--- config.mk ---
export PLATFORM = sky130hd
export DESIGN_NAME = pam4_slicer_ber
export DESIGN_NICKNAME = d
export VERILOG_FILES = /design/src/rtl/pam4_slicer_ber.sv
export SDC_FILE = /design/constraint.sdc
export NUM_CORES = 1
export LEC_CHECK = 0
export ABC_AREA = 1
export CORE_ASPECT_RATIO = 2
export CORE_MARGIN = 1
export CORE_UTILIZATION = 45
export CTS_CLUSTER_SIZE = 14
export DETAILED_ROUTE_END_ITERATION = 8
export PLACE_DENSITY = 0.77
export SETUP_SLACK_MARGIN = 0.1
export SYNTH_ARGS = -nofsm -noshare
export SYNTH_HDL_FRONTEND = slang
export SYNTH_SLANG_ARGS = --single-unit
--- constraint.sdc ---
create_clock -name clk -period 2 [get_ports clk]
set_clock_uncertainty 0.1 [all_clocks]
set_input_delay 0.4 -clock clk [delete_from_list [all_inputs] [get_ports clk]]
set_output_delay 0.4 -clock clk [all_outputs]
set_load 0.02 [all_outputs]
--- src/rtl/pam4_slicer_ber.sv ---
// pam4_slicer_ber: PAM4 slicer with windowed symbol-error counter.
// Slices each strobed sample into a 2-bit symbol, compares it against a
// delayed copy of the transmitted reference, and counts mismatches over a
// window of WINDOW_LEN symbols under a small IDLE/FILL/MEASURE/DONE FSM.
// Optional feature macro: PAM4_SLICER_ERRMAG_EN enables the accumulator of
// slicing-error magnitude on err_mag_acc; when undefined the port reads 0.

// Combinational 4-level decision for one lane.
module pam4_slicer_dec #(
  parameter int THRESH = 87381
) (
  input  logic [17:0] x,
  output logic [1:0]  sym
);
  localparam logic signed [18:0] THR_P = 19'(THRESH);
  localparam logic signed [18:0] THR_N = -THR_P;

  logic signed [18:0] xs;
  assign xs = {x[17], x};

  // Outer/inner decision boundaries at -THRESH, 0, +THRESH
  always_comb begin
    sym = 2'b11;
    if (xs < THR_N)           sym = 2'b00;
    else if (xs < 19'sd0)     sym = 2'b01;
    else if (xs < THR_P)      sym = 2'b10;
    else                      sym = 2'b11;
  end
endmodule

module pam4_slicer_ber #(
  parameter int REF_DELAY  = 10,
  parameter int WINDOW_LEN = 1024,
  parameter int THRESH     = 87381
) (
  input  logic        clk,
  input  logic        reset,
  input  logic        clk_en,
  input  logic [17:0] x_in,
  input  logic [1:0]  ref_sym,
  input  logic        start,
  output logic [1:0]  sym_out,
  output logic        sym_valid,
  output logic [15:0] err_count,
  output logic [15:0] sym_count,
  output logic        busy,
  output logic        done,
  output logic [31:0] err_mag_acc
);

  typedef enum logic [1:0] {S_IDLE, S_FILL, S_MEASURE, S_DONE} state_t;

  localparam logic [4:0]  FILL_MAX = 5'(REF_DELAY);
  localparam logic [15:0] WIN_LAST = 16'(WINDOW_LEN - 1);

  state_t      state_q, state_d;
  logic        clear_cnt;
  logic [1:0]  sym_dec;
  logic [1:0]  ref_cmp;
  logic [4:0]  fill_cnt;
  logic        mismatch;
  logic        count_en;

  // ---------------------------------------------------------------------
  // Slicer: runs on every strobe regardless of FSM state
  // ---------------------------------------------------------------------
  pam4_slicer_dec #(.THRESH(THRESH)) u_dec (
    .x   (x_in),
    .sym (sym_dec)
  );

  // Register decision; sym_valid pulses the clk after each strobe
  always_ff @(posedge clk or posedge reset) begin
    if (reset) begin
      sym_out   <= 2'b00;
      sym_valid <= 1'b0;
    end else begin
      sym_valid <= clk_en;
      if (clk_en) sym_out <= sym_dec;
    end
  end

  // ---------------------------------------------------------------------
  // Reference delay line: shifts on every strobe in all states so the
  // alignment to the receive path never depends on FSM history.
  // ---------------------------------------------------------------------
  generate
    if (REF_DELAY == 0) begin : g_nodly
      assign ref_cmp = ref_sym;
    end else begin : g_dly
      logic [REF_DELAY-1:0][1:0] dly;

      // Tap 0 holds the newest reference, tap REF_DELAY-1 the oldest
      always_ff @(posedge clk or posedge reset) begin
        if (reset) begin
          dly <= '0;
        end else if (clk_en) begin
          dly[0] <= ref_sym;
          for (int i = 1; i < REF_DELAY; i++) dly[i] <= dly[i-1];
        end
      end

      assign ref_cmp = dly[REF_DELAY-1];
    end
  endgenerate

  // Fill counter: strobes seen since reset, saturating once the delay
  // line holds valid history
  always_ff @(posedge clk or posedge reset) begin
    if (reset)                             fill_cnt <= 5'd0;
    else if (clk_en && fill_cnt != FILL_MAX) fill_cnt <= fill_cnt + 5'd1;
  end

  // ---------------------------------------------------------------------
  // Window FSM
  // ---------------------------------------------------------------------
  // State register
  always_ff @(posedge clk or posedge reset) begin
    if (reset) state_q <= S_IDLE;
    else       state_q <= state_d;
  end

  // Next state; start clears the counters on the same edge it is accepted
  always_comb begin
    state_d   = state_q;
    clear_cnt = 1'b0;
    case (state_q)
      S_IDLE: begin
        if (start) begin
          state_d   = S_FILL;
          clear_cnt = 1'b1;
        end
      end
      S_FILL: begin
        if (fill_cnt == FILL_MAX) state_d = S_MEASURE;
      end
      S_MEASURE: begin
        if (clk_en && sym_count == WIN_LAST) state_d = S_DONE;
      end
      S_DONE: begin
        if (start) begin
          state_d   = S_FILL;
          clear_cnt = 1'b1;
        end
      end
      default: state_d = S_IDLE;
    endcase
  end

  assign busy     = (state_q == S_FILL) || (state_q == S_MEASURE);
  assign done     = (state_q == S_DONE);
  assign count_en = (state_q == S_MEASURE) && clk_en;
  assign mismatch = (sym_dec != ref_cmp);

  // Window counters; error count sticks at all-ones instead of wrapping
  always_ff @(posedge clk or posedge reset) begin
    if (reset) begin
      sym_count <= 16'd0;
      err_count <= 16'd0;
    end else if (clear_cnt) begin
      sym_count <= 16'd0;
      err_count <= 16'd0;
    end else if (count_en) begin
      sym_count <= sym_count + 16'd1;
      if (mismatch && err_count != 16'hFFFF) err_count <= err_count + 16'd1;
    end
  end

  // ---------------------------------------------------------------------
  // Optional slicing-error magnitude accumulator
  // ---------------------------------------------------------------------
`ifdef PAM4_SLICER_ERRMAG_EN
  logic signed [19:0] lvl;
  logic signed [19:0] diff;
  logic        [19:0] mag;
  logic        [32:0] acc_sum;
  logic        [31:0] acc_q;

  // Ideal level of the decided symbol and distance of the sample from it
  always_comb begin
    lvl = 20'sd131071;
    case (sym_dec)
      2'b00:   lvl = -20'sd131072;
      2'b01:   lvl = -20'sd43691;
      2'b10:   lvl = 20'sd43690;
      default: lvl = 20'sd131071;
    endcase
    diff    = {{2{x_in[17]}}, x_in} - lvl;
    mag     = diff[19] ? 20'(-diff) : diff;
    acc_sum = {1'b0, acc_q} + {13'd0, mag};
  end

  // Accumulate during MEASURE, saturating at all-ones
  always_ff @(posedge clk or posedge reset) begin
    if (reset)          acc_q <= 32'd0;
    else if (clear_cnt) acc_q <= 32'd0;
    else if (count_en)  acc_q <= acc_sum[32] ? 32'hFFFF_FFFF : acc_sum[31:0];
  end

  assign err_mag_acc = acc_q;
`else
  assign err_mag_acc = 32'd0;
`endif

endmodule
==> impl_metrics.py <==
metrics = {
    "run_status": {
        "status": "finished with violations",
        "violations": "setup timing",
    },
    "synthesis": {
        "synthDominantCellAreaShare_pct": 41.5,
        "yosys_warnings": 0,
        "synth_seq_area_share_pct": 41.5,
        "async_reset_ff_share_pct": 100,
        "ys_top_cells_by_count": "103 x nand2_1, 62 x dfrtp_1, 62 x inv_1",
        "ys_ff_latch": 62,
        "synth_area_leaders": "dfrtp_1 42%, nand2_1 10%, buf_4 6.6%",
        "synth-main-ff-cell": "dfrtp_1",
        "synth_edf_count": 0,
        "syn_inst": 477,
        "synth_most_common_cell": "nand2_1",
        "avgSynthCellArea_um2": 7.83,
        "synth_area_um2": 3740,
        "yosysTopAreaCell": "dfrtp_1",
        "ys_types": 36,
    },
    "min_path": {
        "hp-class": "flip-flop to flip-flop",
        "hold_depth": 2,
        "min_to": "g_dly.dly[3]",
        "worstHoldStart": "g_dly.dly[3]",
    },
    "timing": {
        "setup_tns_ps": -4060,
        "finalSetupViolCount": 17,
        "period_share_pct": 113,
        "finalCriticalPeriod_ps": 2270,
        "rsz0062_at_grt": "yes",
        "finalHoldViolations": 0,
        "max_freq_mhz": 441,
        "setup_ws_ps": -269,
        "slew_violations": 0,
    },
    "layout": {
        "syn_to_final_growth_pct": 38.0,
        "final_util_pct": 64.4,
        "num_antenna_cells": 0,
        "drive_above_1_share_pct": 22.1,
        "fin_nets": 631,
    },
    "die": {
        "dieHeight_um": 131,
        "row_count": 46,
        "pin_count": 93,
        "initial_core_util_pct": 46.7,
        "dieArea_um2": 8690,
        "core_area_um2": 8000,
        "die_w_um": 66.4,
    },
    "grt": {
        "first_global_vias": 3480,
        "antenna_found_initial": 0,
        "grt_overflow_total": 0,
        "grt_max_degree": 63,
        "grt_first_pass_wirelength_um": 14900,
        "track_usage_pct": 22.6,
    },
    "route": {
        "wire_per_inst_um": 13.2,
        "detail_route.wirelength.met1_um": 3430,
        "first_pass_iters": 4,
        "drt_iter0_markers": 173,
        "vias_per_cell": 5.05,
        "route.met2.wl_um": 5280,
        "finalWirelength_um": 9250,
        "wl_met3_um": 345,
        "ant_nets": 0,
        "drc_errors": 0,
        "dr.max_layer_used": "met4",
        "vias": 3532,
    },
    "clock_network": {
        "clkSinkCount": 62,
        "clock_latency_ps": 320,
        "path_clk_slew_ps": 50,
        "cts_hold_buffers": 0,
        "cts.htree.levels": 3,
        "cts_tree": "done",
        "numCtsBuffers": 9,
        "cts_root_buffer": "clkbuf_16",
        "clockBufferDepth": 2,
    },
    "setup_path": {
        "crit_required_ps": 2160,
        "cp.arrival_ps": 2430,
        "crit_chain": "dlygate4sd2_1 -> nand4_1 -> or3b_4 -> nor3_2 -> nor2_1 -> ha_1 -> inv_2 -> nand2_2 -> nand2_2 -> nand3_4 -> buf_12 -> nand2_8 -> nand3_2 -> nand2_2",
        "reg2reg_depth": 11,
        "worstReg2RegEnd": "err_count[1]",
        "crit_fanout": 8,
        "worstSetupPathType": "primary input to flip-flop",
        "worstReg2RegStart": "err_count[1]",
        "critPathMaxStageDelay_ps": 420,
        "cpMaxStageDelayCell": "or3b_4",
        "crit_top_cell": "nand2_2",
        "endpoint_kind": "flip-flop",
        "crit_buf_inv": 3,
        "regToRegSetupSlack_ps": 90,
        "critPathLaunchType": "primary input",
        "crit_family": "simple AND/OR/NAND/NOR gates",
    },
    "power": {
        "p_leak_nw": 2.79,
        "peakVddDrop_mv": 0.680,
        "fin_total_pwr_mw": 4.65,
        "pwr_density_cell_nw_per_um2": 902,
    },
    "placement": {
        "portBuffers": 60,
        "dp_hpwl_um": 6190,
        "place_congestion": 0.844,
    },
    "run": {
        "drv_cap": 0,
    },
}
==> worst reg2reg max path, delay by kind of cell (launching register included) <==
kind | cells | cell delay [ps]
simple gates | 8 | 850
flops | 1 | 360
buf+inv | 2 | 260
fa+ha+maj | 1 | 240
==> cells by family after synthesis <==
logic type               after synthesis  synth area share, %
other                                  1                0.100
flip-flops                            62                 41.5
buffers and inverters                111                 15.3
AND/OR/NAND/NOR                      221                 27.8
XOR/XNOR                              19                 4.45
adder cells (fa/ha/maj)                9                 3.01
AO/OA/AOI/OAI                         54                 7.87
==> cell type report <==
class | count | area [um^2]
fill | 673 | 2850
multi-input combinational | 336 | 1840
sequential | 62 | 1550
timing repair buffer | 122 | 1100
inverter | 67 | 273
clock buffer | 12 | 246
tap | 96 | 120
clock inverter | 4 | 22.5
==> worst max path at each step <==
stage                         from            end  slack, ps  cells after the start
after floorplan           x_in[14]   err_count[5]       -280                     15
after global placement    x_in[14]   err_count[9]       -920                     15
after detailed placement  x_in[14]   err_count[7]       -970                     15
after CTS                 x_in[16]  err_count[13]       -300                     16
after global routing      x_in[15]   err_count[6]       -420                     15
final                      x_in[5]  err_count[13]       -270                     14
==> stage by stage <==
stage                     cell area, um^2  std cells  worst slack (ps)  hold WS [ps]
final                                5150        699              -269           384
after global routing                 5150        699              -423           400
after CTS                            5080        698              -297           387
after detailed placement             4600        658              -968           374
after global placement               4600        658              -917           359
after floorplan                      3890        508              -276           331
==> cells in the final DEF (no fill, tap or decap), drive strengths merged, types with 4 or more instances in the layout <==
cell type / count
dfrtp: 62
ha: 9
xor2: 16
clkdlybuf4s15: 4
buf: 71
nand3: 40
clkinv: 6
o21ai: 30
clkbuf: 14
inv: 63
conb: 32
a21oi: 15
nand2: 108
nor3: 11
nor2: 36
dlymetal6s2s: 7
clkdlybuf4s50: 19
nand4: 23
dlygate4sd2: 19
==> flip-flops by register name, summed over array words and instances (netlist names) <==
name	count
sym_out	2
err_count	16
sym_valid	1
sym_count	16
g_dly.dly	18
fill_cnt	5
state_q	2
ref_cmp	2
==> timing repair <==
item / 4_1_cts / 5_1_grt
cloned: 2 / 0
gates resized for setup: 86 / 29
pin swaps: 15 / 16
endpoints found under the setup margin: 39 / 34
buffers inserted: 23 / 1
==> report_power, final <==
group          switching, mW  leakage (nW)  internal [mW]  total, mW
registers              0.211         0.779           1.50       1.71
clock network          0.527         0.132          0.865       1.39
logic                  0.859          1.88          0.689       1.55
==> metal layers <==
metal,global-route usage (%),up-vias
li1,-,1720
met1,23.3,1673
met2,42.6,119
met3,4.43,20
met4,10.0,0
met5,0,-
Note: power is estimated with default switching activity, not from simulation.
